===== src/rtl/apb_pkg.sv =====
`default_nettype none
// ============================================================================
// Module   : apb_pkg
// Purpose  : Types and constants shared by the APB master bridge and apb_ram.
//            - apb_master_state_t : bridge FSM state encoding
//            - APB_ADDR_WIDTH     : default APB address width (matches apb_ram)
//            - APB_DATA_WIDTH     : default APB data width
//            - RDATA_ERR          : read data returned on a timed-out transfer
// Revision : 1.0  initial release
// ============================================================================
package apb_pkg;

    localparam int APB_ADDR_WIDTH = 5;
    localparam int APB_DATA_WIDTH = 32;
    localparam int RDATA_ERR      = 0;

    typedef enum logic [1:0] {
        IDLE   = 2'd0,
        SETUP  = 2'd1,
        ACCESS = 2'd2,
        RESP   = 2'd3
    } apb_master_state_t;

endpackage
`default_nettype wire


===== src/rtl/apb_master_bridge.sv =====
`default_nettype none
// ============================================================================
// Module   : apb_master_bridge
// Purpose  : Turns a valid/ready command stream into APB3 transfers and
//            returns exactly one response per command. A pready timeout
//            aborts a transfer to a hung slave.
// Ports    : pclk, preset                 clock, synchronous active-high reset
//            cmd_valid/ready/write/addr/wdata   command channel (accepted in IDLE)
//            rsp_valid/ready/rdata/err/timeout  response channel
//            psel/penable/pwrite/paddr/pwdata   APB request outputs
//            prdata/pready/pslverr              APB completion inputs
// Revision : 1.0  initial release
// ============================================================================
module apb_master_bridge
    import apb_pkg::*;
#(
    parameter int ADDR_WIDTH     = APB_ADDR_WIDTH,
    parameter int DATA_WIDTH     = APB_DATA_WIDTH,
    parameter int TIMEOUT_CYCLES = 16
) (
    input  logic                  pclk,
    input  logic                  preset,
    input  logic                  cmd_valid,
    output logic                  cmd_ready,
    input  logic                  cmd_write,
    input  logic [ADDR_WIDTH-1:0] cmd_addr,
    input  logic [DATA_WIDTH-1:0] cmd_wdata,
    output logic                  rsp_valid,
    input  logic                  rsp_ready,
    output logic [DATA_WIDTH-1:0] rsp_rdata,
    output logic                  rsp_err,
    output logic                  rsp_timeout,
    output logic                  psel,
    output logic                  penable,
    output logic                  pwrite,
    output logic [ADDR_WIDTH-1:0] paddr,
    output logic [DATA_WIDTH-1:0] pwdata,
    input  logic [DATA_WIDTH-1:0] prdata,
    input  logic                  pready,
    input  logic                  pslverr
);

    // A disabled timeout still gets a 1-bit counter so no zero-width vector exists.
    localparam int c_CNT_W = (TIMEOUT_CYCLES > 0) ? $clog2(TIMEOUT_CYCLES + 1) : 1;
    localparam logic [c_CNT_W-1:0] c_TO_LAST =
        c_CNT_W'((TIMEOUT_CYCLES > 0) ? (TIMEOUT_CYCLES - 1) : 0);
    localparam logic [c_CNT_W-1:0] c_CNT_MAX = {c_CNT_W{1'b1}};
    localparam logic [DATA_WIDTH-1:0] c_RDATA_ERR = DATA_WIDTH'(RDATA_ERR);

    apb_master_state_t       r_state_q,       w_state_d;
    logic                    r_pwrite_q,      w_pwrite_d;
    logic [ADDR_WIDTH-1:0]   r_paddr_q,       w_paddr_d;
    logic [DATA_WIDTH-1:0]   r_pwdata_q,      w_pwdata_d;
    logic [DATA_WIDTH-1:0]   r_rsp_rdata_q,   w_rsp_rdata_d;
    logic                    r_rsp_err_q,     w_rsp_err_d;
    logic                    r_rsp_timeout_q, w_rsp_timeout_d;
    logic [c_CNT_W-1:0]      r_wait_q,        w_wait_d;
    logic                    w_timeout_hit;

    generate
        if (TIMEOUT_CYCLES > 0) begin : g_timeout
            // Last waited ACCESS edge allowed; pready on this edge still wins.
            assign w_timeout_hit = (r_wait_q == c_TO_LAST);
        end else begin : g_no_timeout
            assign w_timeout_hit = 1'b0;
        end
    endgenerate

    always_ff @(posedge pclk) begin
        if (preset) begin
            r_state_q       <= IDLE;
            r_pwrite_q      <= 1'b0;
            r_paddr_q       <= '0;
            r_pwdata_q      <= '0;
            r_rsp_rdata_q   <= '0;
            r_rsp_err_q     <= 1'b0;
            r_rsp_timeout_q <= 1'b0;
            r_wait_q        <= '0;
        end else begin
            r_state_q       <= w_state_d;
            r_pwrite_q      <= w_pwrite_d;
            r_paddr_q       <= w_paddr_d;
            r_pwdata_q      <= w_pwdata_d;
            r_rsp_rdata_q   <= w_rsp_rdata_d;
            r_rsp_err_q     <= w_rsp_err_d;
            r_rsp_timeout_q <= w_rsp_timeout_d;
            r_wait_q        <= w_wait_d;
        end
    end

    always_comb begin
        w_state_d       = r_state_q;
        w_pwrite_d      = r_pwrite_q;
        w_paddr_d       = r_paddr_q;
        w_pwdata_d      = r_pwdata_q;
        w_rsp_rdata_d   = r_rsp_rdata_q;
        w_rsp_err_d     = r_rsp_err_q;
        w_rsp_timeout_d = r_rsp_timeout_q;
        w_wait_d        = r_wait_q;

        unique case (r_state_q)
            IDLE: begin
                if (cmd_valid) begin
                    w_pwrite_d = cmd_write;
                    w_paddr_d  = cmd_addr;
                    w_pwdata_d = cmd_wdata;
                    w_wait_d   = '0;
                    w_state_d  = SETUP;
                end
            end
            SETUP: begin
                w_state_d = ACCESS;
            end
            ACCESS: begin
                if (pready) begin
                    w_rsp_rdata_d   = r_pwrite_q ? '0 : prdata;
                    w_rsp_err_d     = pslverr;
                    w_rsp_timeout_d = 1'b0;
                    w_state_d       = RESP;
                end else if (w_timeout_hit) begin
                    w_rsp_rdata_d   = c_RDATA_ERR;
                    w_rsp_err_d     = 1'b1;
                    w_rsp_timeout_d = 1'b1;
                    w_state_d       = RESP;
                end else if (r_wait_q != c_CNT_MAX) begin
                    w_wait_d = r_wait_q + c_CNT_W'(1);
                end
            end
            RESP: begin
                if (rsp_ready) begin
                    w_state_d = IDLE;
                end
            end
            default: begin
                w_state_d = IDLE;
            end
        endcase
    end

    // Handshake and phase strobes are decoded straight from the state register,
    // so none of them has a combinational path from an input.
    assign cmd_ready   = (r_state_q == IDLE);
    assign psel        = (r_state_q == SETUP) || (r_state_q == ACCESS);
    assign penable     = (r_state_q == ACCESS);
    assign rsp_valid   = (r_state_q == RESP);
    assign pwrite      = r_pwrite_q;
    assign paddr       = r_paddr_q;
    assign pwdata      = r_pwdata_q;
    assign rsp_rdata   = r_rsp_rdata_q;
    assign rsp_err     = r_rsp_err_q;
    assign rsp_timeout = r_rsp_timeout_q;

endmodule
`default_nettype wire


===== config.mk =====
export PLATFORM = sky130hd
export DESIGN_NAME = apb_master_bridge
export DESIGN_NICKNAME = d
export VERILOG_FILES = /design/src/rtl/apb_pkg.sv /design/src/rtl/apb_master_bridge.sv
export SDC_FILE = /design/constraint.sdc
export NUM_CORES = 1
export LEC_CHECK = 0
export BUFFER_PORTS_ARGS = -buffer_cell sky130_fd_sc_hd__buf_2
export CORE_ASPECT_RATIO = 1.1
export CORE_MARGIN = 3
export CORE_UTILIZATION = 45
export DETAILED_ROUTE_END_ITERATION = 16
export PLACE_DENSITY = 0.83
export SLEW_MARGIN = 20
export SYNTH_ARGS = -nofsm -noshare
export SYNTH_HDL_FRONTEND = slang
export SYNTH_SLANG_ARGS = --single-unit

===== constraint.sdc =====
create_clock -name pclk -period 2.4 [get_ports pclk]
set_input_delay 0.36 -clock pclk [delete_from_list [all_inputs] [get_ports pclk]]
set_output_delay 0.36 -clock pclk [all_outputs]
set_load 0.01 [all_outputs]

==> impl_summary.log, run 1 <==
INFO  metric cts_tree = done
INFO  metric critical_path.endpoint = r_wait_q[4]
INFO  metric number_of_synthesized_flops_with_an_enable_pin = 0
INFO  metric syn_avg_cell_area = 8.46 sq um
INFO  metric holdCritPathClass = input port to flip-flop
INFO  metric final-setup-viol-count = 0
INFO  metric unrepaired_setup_endpoints_after_global_routing = no
INFO  metric first_pass_grt_wire_length = 12800 um
INFO  metric grt.overflow.total = 0
INFO  metric worst-slew-pin-transition = roughly 630 ps
INFO  metric fin_skew = 5.99 ps
INFO  metric port_buffers = ~150
INFO  metric hold_violations = 0
INFO  metric drt-total-wl = slightly below 8000 um
INFO  metric grt_util_all_layers = 20.2%
INFO  metric yosys-top-cells-count = nand2_1 (93), dfxtp_1 (79), a21oi_1 (55), nor2_1 (19)
INFO  metric num_antenna_cells = 0
INFO  metric worst_r2r_dst = r_wait_q[4]
INFO  metric first_global_vias = 2898
INFO  metric rrSetupSlack = 340 ps
INFO  metric post-layout-total-power = 3710 uW
INFO  metric core = approximately 6300 sq um
INFO  metric cts_resized = 0
INFO  metric synth-seq-area-share = 52.5%
INFO  metric syn_nets = 439
INFO  metric cts.sink_count = 79
INFO  metric mappedNetlistArea = 3010 sq um
INFO  metric worst_ep_arrival_time = 2320 ps
INFO  metric detailroute.via_count = 2974
INFO  metric number_of_drc_markers_after_the_initial_detailed_route_iteration = 185
INFO  metric synth.largest_area_cell = dfxtp_1
INFO  metric max_clock_freq = a little under 500 MHz
INFO  metric cts.clk_slew.worst_paths = 80 ps
INFO  metric yosys.cell_types.count = 36
INFO  metric setup_total_negative_slack = 0 ps
INFO  metric most_common_cell_in_the_synthesized_netlist = nand2_1
INFO  metric initial_antenna_violation_count = 0
INFO  metric drv.max_cap_violation_count = 0
INFO  metric clock_tree.root_cell = clkbuf_8
INFO  metric die_area = 7710 sq um
INFO  metric cts_setup_buffers = 0
INFO  metric max_slew_margin = 58.2%
INFO  metric synth_warnings = 0
INFO  metric fp.dieH = 91.8 um
INFO  metric antenna_violating_nets_post_route = 0
INFO  metric chipWidth = 84 um
INFO  metric path_max_fanout = 6
INFO  metric layout_worst_path_cycle_share = 86.0%
INFO  metric placement_rows = 30
INFO  metric cts_buffers = 9
INFO  metric postSynthCellCount = 356
INFO  metric setup.worst_path.class = flip-flop to flip-flop
INFO  metric pin_count_of_the_biggest_net_entering_global_routing = 39
INFO  metric n_fill_cell = 559
INFO  metric yosys_most_used_dff = dfxtp_1
INFO  metric groute.layer.met3.usage = approximately 4.9%
INFO  metric endpoint_kind = flip-flop
INFO  metric finalMaxSlewViolations = 0
INFO  metric pwr_density_cell = roughly 900 nW/um^2
INFO  metric ios = 152
INFO  metric worst_r2r_startpoint = r_wait_q[0]
INFO  metric gp_congestion = around 0.8
INFO  metric htree_levels = 3
INFO  metric place.detailed.instances = around 570
INFO  metric timing.final.crit_period = 2060 ps
INFO  metric most_heavily_used_metal_layer_in_global_routing = met2
INFO  metric max-vdd-ir-drop = 0.478 mV
INFO  metric fin_cells = 582
INFO  metric cp_data_required_time = around 2700 ps
INFO  metric run_status = complete, no violations
INFO  metric final_core_density = between 60% and 70%
INFO  metric cellLeakagePower = 0.00185 uW
INFO  metric drt_drc_violations_left = 0
INFO  metric drtPass1Iterations = 4
INFO  metric detailedPlacementHpwl = between 5000 and 6000 um
INFO  metric fraction_of_layout_instances_using_a_drive_strength_above_1 = 36.1%
INFO  metric worst-r2r-cell-count = 6
INFO  metric synth_async_sr_flop_share = 0%
INFO  metric finish.net_count = between 500 and 600
INFO  metric met2_track_usage_gr = 36.5%
INFO  metric effective_utilization_at_floorplan = 47.5%
INFO  metric syn_to_final_growth = 33.2%
INFO  metric yosys_register_bits = between 70 and 80
INFO  metric clock_insertion_delay_worst_skew = 330 ps
INFO  metric timing.critical_path.from = r_wait_q[0]
INFO  metric ctsHoldBuffers = 0
INFO  metric vias_per_cell = 5.11
INFO  metric synth.top_cell.area_share = 52.5%
INFO  metric synth.top_cells.by_area = dfxtp_1 (53%), nand2_1 (12%), a21oi_1 (9.1%)
INFO  metric ctsLongestPathBuffers = 2
INFO  metric finalHoldWorstSlack = roughly 260 ps
INFO  metric use_met1 = 21.9%
INFO  metric critical_path.startpoint_type = flip-flop
INFO  metric route.detailed.wl_per_inst = 13.4 um
power by group:
group / internal [uW] / switching [uW] / total (uW)
clock: 527 / 441 / 968
combinational: 449 / 725 / 1170
sequential: 1480 / 84.0 / 1560
total: 2460 / 1250 / 3710
cell usage in the layout, fill, tap and decap left out, types with 7 or more instances in the layout:
cell type and count:
a21oi_1 55, nand2b_1 7, buf_4 7, nand2_1 93, nor2_1 19, a32oi_1 17
dfxtp_1 79, clkbuf_8 11, nand3_1 17, buf_2 151, ha_1 7
logic make-up (layout without fill, tap and decap cells):
group / after synthesis / in the layout / synth area share (%)
compound gates: 83 / 83 / 17.3
fa+ha+maj: 7 / 7 / 2.91
buf+inv: 32 / 178 / 4.36
flops: 79 / 79 / 52.5
mux: 2 / 2 / 0.665
simple gates: 153 / 153 / 22.3
final cells by class:
cell class              count  area [sq um]  share of cell area (%)
multi-input cells         245          1310                    32.5
flip-flops and latches     79          1580                    39.4
inverters                   5          18.8                   0.468
well taps                  80           100                    2.50
repair buffers            158           808                    20.2
clock buffers              11           151                    3.78
clock inverters             4          45.0                    1.12
registers in the layout (all words and copies together), names as in the netlist:
| register | count |
|---|---|
| r_wait_q | 5 |
| r_state_q | 2 |
| pwdata | 32 |
| rsp_err | 1 |
| rsp_timeout | 1 |
| paddr | 5 |
| rsp_rdata | 32 |
| pwrite | 1 |
layer usage:
layer	share of wire (%)	wire length (um)
met2	52	4040
met3	5.9	461
met1	41	3170
met4	1.9	150
met5	0	0
metrics by stage:
stage,instance area [sq um],setup slack (ps)
after detailed placement,3810,346
after floorplan,3010,505
final,4010,337
after CTS,4010,332
after global placement,3810,418
after global routing,4010,209
critical path, cell delays in order, from the launching register on:
cell and delay, ps:
dfxtp_1 340, ha_1 220, and3_1 210, ha_1 260
or4b_4 540, a21oi_4 210, mux2i_1 210
how the worst min path moves through the flow:
stage	from	endpoint	cells past startpoint
4_1_cts	cmd_wdata[16]	pwdata[16]	3
3_5_place_dp	pwdata[28]	pwdata[28]	2
6_report	cmd_wdata[9]	pwdata[9]	3
5_1_grt	cmd_wdata[18]	pwdata[18]	3
2_1_floorplan	r_wait_q[2]	r_wait_q[2]	1
3_3_place_gp	rsp_rdata[5]	rsp_rdata[5]	2
Power figures use the tool's default switching activity.
==> run 2, diff against run 1 <==
--- a/config.mk
+++ b/config.mk
@@ -5,12 +5,12 @@
 export SDC_FILE = /design/constraint.sdc
 export NUM_CORES = 1
 export LEC_CHECK = 0
-export BUFFER_PORTS_ARGS = -buffer_cell sky130_fd_sc_hd__buf_2
 export CORE_ASPECT_RATIO = 1.1
 export CORE_MARGIN = 3
-export CORE_UTILIZATION = 45
+export CORE_UTILIZATION = 55
 export DETAILED_ROUTE_END_ITERATION = 16
-export PLACE_DENSITY = 0.83
+export DONT_BUFFER_PORTS = 1
+export PLACE_DENSITY = 0.74
 export SLEW_MARGIN = 20
 export SYNTH_ARGS = -nofsm -noshare
 export SYNTH_HDL_FRONTEND = slang
==> impl_summary.log, run 2 (same netlist as run 1, synthesis figures left out) <==
INFO  metric endpoint_kind = flip-flop
INFO  metric die_area = 6400 sq um (-17%)
INFO  metric syn_to_final_growth = 9.22%
INFO  metric final_core_density = 64.1% (+0.84 points)
INFO  metric first_pass_grt_wire_length = 11300 um (-12%)
INFO  metric cts.sink_count = 79 (unchanged)
INFO  metric worst_r2r_startpoint = r_wait_q[0]
INFO  metric clock_insertion_delay_worst_skew = 340 ps (about the same)
INFO  metric hold_violations = 0 (unchanged)
INFO  metric ctsHoldBuffers = 0 (unchanged)
INFO  metric crit_path_top_delay_cell = or4b_4
INFO  metric final-setup-viol-count = 0 (unchanged)
INFO  metric rrSetupSlack = 340 ps (about the same)
INFO  metric timing.final.crit_period = 2060 ps (-7.12 ps)
INFO  metric met2_track_usage_gr = 37.7% (+1.3 points)
INFO  metric num_antenna_cells = 0 (unchanged)
INFO  metric pwr_density_cell = 1130 nW/um^2 (+22%)
INFO  metric max-vdd-ir-drop = 0.730 mV (+53%)
INFO  metric htree_levels = 3 (unchanged)
INFO  metric worst-slew-pin-transition = 603 ps (-24.2 ps)
INFO  metric max_slew_margin = 59.7% (+1.5 points)
INFO  metric drt_drc_violations_left = 0 (unchanged)
INFO  metric path_max_fanout = 6 (unchanged)
INFO  metric crit_family = simple AND/OR/NAND/NOR gates
INFO  metric first_global_vias = 2321 (-20%)
INFO  metric cts.clk_slew.worst_paths = 80 ps (about the same)
INFO  metric fin_skew = 6.99 ps (+1.00 ps)
INFO  metric timing.critical_path.cells = ha_1 -> and3_1 -> ha_1 -> or4b_4 -> a21oi_4 -> o221ai_1
INFO  metric most_heavily_used_metal_layer_in_global_routing = met2
INFO  metric n_fill_cell = 508 (-9.1%)
INFO  metric core = 5130 sq um (-19%)
INFO  metric cts_buffers = 9 (unchanged)
INFO  metric worst_r2r_dst = r_wait_q[3]
INFO  metric number_of_drc_markers_after_the_initial_detailed_route_iteration = 134 (-28%)
INFO  metric run_status = complete, no violations
INFO  metric timing.critical_path.from = r_wait_q[0]
INFO  metric path_length_in_cells_of_the_critical_path = 6 (unchanged)
INFO  metric detailroute.via_count = 2450 (-18%)
INFO  metric groute.layer.met3.usage = 7.13% (+2.3 points)
INFO  metric layout_worst_path_cycle_share = 85.7% (-0.30 points)
INFO  metric path_common_cell = ha_1
INFO  metric grt.overflow.total = 0 (unchanged)
INFO  metric fraction_of_layout_instances_using_a_drive_strength_above_1 = 8.26% (-28 points)
INFO  metric placement_rows = 27 (-10%)
INFO  metric final_cell_mix = nand2_1 (93), dfxtp_1 (79), a21oi_1 (55), nor2_1 (19)
INFO  metric use_met1 = 23.6% (+1.8 points)
INFO  metric cp_data_required_time = 2610 ps (-50 ps)
INFO  metric most_common_cell_after_layout_fill_and_taps_aside = nand2_1
INFO  metric grt_util_all_layers = 21.7% (+1.6 points)
INFO  metric cts_tree = done
INFO  metric ios = 152 (unchanged)
INFO  metric finalMaxSlewViolations = 0 (unchanged)
INFO  metric worst_ep_arrival_time = 2270 ps (-50 ps)
INFO  metric drt-total-wl = 7150 um (-8.6%)
INFO  metric vias_per_cell = 5.79 (+13%)
INFO  metric timing.critical_path.buf_inv = 0 (unchanged)
INFO  metric worst-r2r-cell-count = 6 (unchanged)
INFO  metric initial_antenna_violation_count = 0 (unchanged)
INFO  metric port_buffers = 0 (-100%)
INFO  metric critPathMaxStageDelay = 530 ps (about the same)
INFO  metric unrepaired_setup_endpoints_after_global_routing = no
INFO  metric setup.worst_path.class = flip-flop to flip-flop
INFO  metric drv.max_cap_violation_count = 0 (unchanged)
INFO  metric critical_path.endpoint = r_wait_q[3]
INFO  metric cellLeakagePower = 0.00117 uW (-37%)
INFO  metric critical_path.startpoint_type = flip-flop
INFO  metric pin_count_of_the_biggest_net_entering_global_routing = 85 (+120%)
INFO  metric finish.net_count = 429 (-26%)
INFO  metric antenna_violating_nets_post_route = 0 (unchanged)
INFO  metric effective_utilization_at_floorplan = 58.7% (+11 points)
INFO  metric cts_setup_buffers = 0 (unchanged)
INFO  metric setup_total_negative_slack = 0 ps (unchanged)
INFO  metric clock_tree.root_cell = clkbuf_8
INFO  metric holdCritPathClass = input port to flip-flop
INFO  metric chipWidth = 76.6 um (-8.9%)
INFO  metric gp_congestion = 0.749 (-5.1%)
INFO  metric cts_resized = 0 (unchanged)
INFO  metric ctsLongestPathBuffers = 2 (unchanged)
INFO  metric drtPass1Iterations = 4 (unchanged)
INFO  metric detailedPlacementHpwl = 4940 um (-12%)
INFO  metric route.detailed.wl_per_inst = 16.9 um (+26%)
INFO  metric fp.dieH = 83.6 um (-8.9%)
INFO  metric max_clock_freq = 486 MHz (+0.35%)
==> run 2: cell types whose count changed in the layout (fill, tap and decap cells not counted) <==
cell	previous run	this run
buf_12	0	1
buf_2	151	0
buf_4	7	5
bufinv_16	1	3
clkbuf_1	0	1
clkbuf_8	11	9
clkinv_2	3	2
clkinv_4	0	1
==> run 2: power by group <==
group | leakage, uW | internal [uW] | switching [uW] | total (uW)
Sequential | 0.000643 | 1480 | 187 | 1670
Combinational | 0.000405 | 315 | 556 | 871
Clock | 0.000120 | 690 | 472 | 1160
Total | 0.00117 | 2490 | 1220 | 3700
==> run 2: final cells by class <==
class | count | area (sq um) | area share (%)
sequential | 79 | 1580 | 48.1
multi-input combinational | 245 | 1310 | 39.7
clock buffer | 10 | 128 | 3.88
clock inverter | 6 | 109 | 3.31
tap | 72 | 90.1 | 2.74
timing repair buffer | 6 | 57.6 | 1.75
inverter | 5 | 18.8 | 0.571
==> run 2: worst min-delay path by stage <==
| stage | from | end | cells past startpoint |
|---|---|---|---|
| finish | preset | pwrite | 1 |
| global route | preset | rsp_rdata[22] | 1 |
| global placement | preset | pwrite | 1 |
| floorplan | r_wait_q[2] | r_wait_q[2] | 1 |
| detailed placement | preset | pwrite | 1 |
| CTS | preset | rsp_rdata[9] | 1 |
==> run 2: per-stage QoR <==
step / setup slack [ps] / instance area, sq um / std cells / power [uW] / hold WS [ps]
after floorplan: 505 / 3010 / 356 / 2380 / 455
after global placement: 404 / 3050 / 407 / 2550 / 436
after detailed placement: 349 / 3050 / 407 / 2570 / 441
after CTS: 352 / 3290 / 423 / 3730 / 66.2
after global routing: 261 / 3290 / 423 / 3900 / 70.8
final: 344 / 3290 / 423 / 3700 / 92.2
==> run 2: worst register-to-register path, cell delays in order, from the launching register on <==
cell and delay (ps):
dfxtp_1 340, ha_1 230, and3_1 210, ha_1 270, or4b_4 540, a21oi_4 210
o221ai_1 150
==> run 2: layer usage <==
metal  part of all wire (%)  wire length, um
met4                    2.9              204
met1                     39             2780
met3                    7.9              565
met2                     50             3610
met5                      0                0
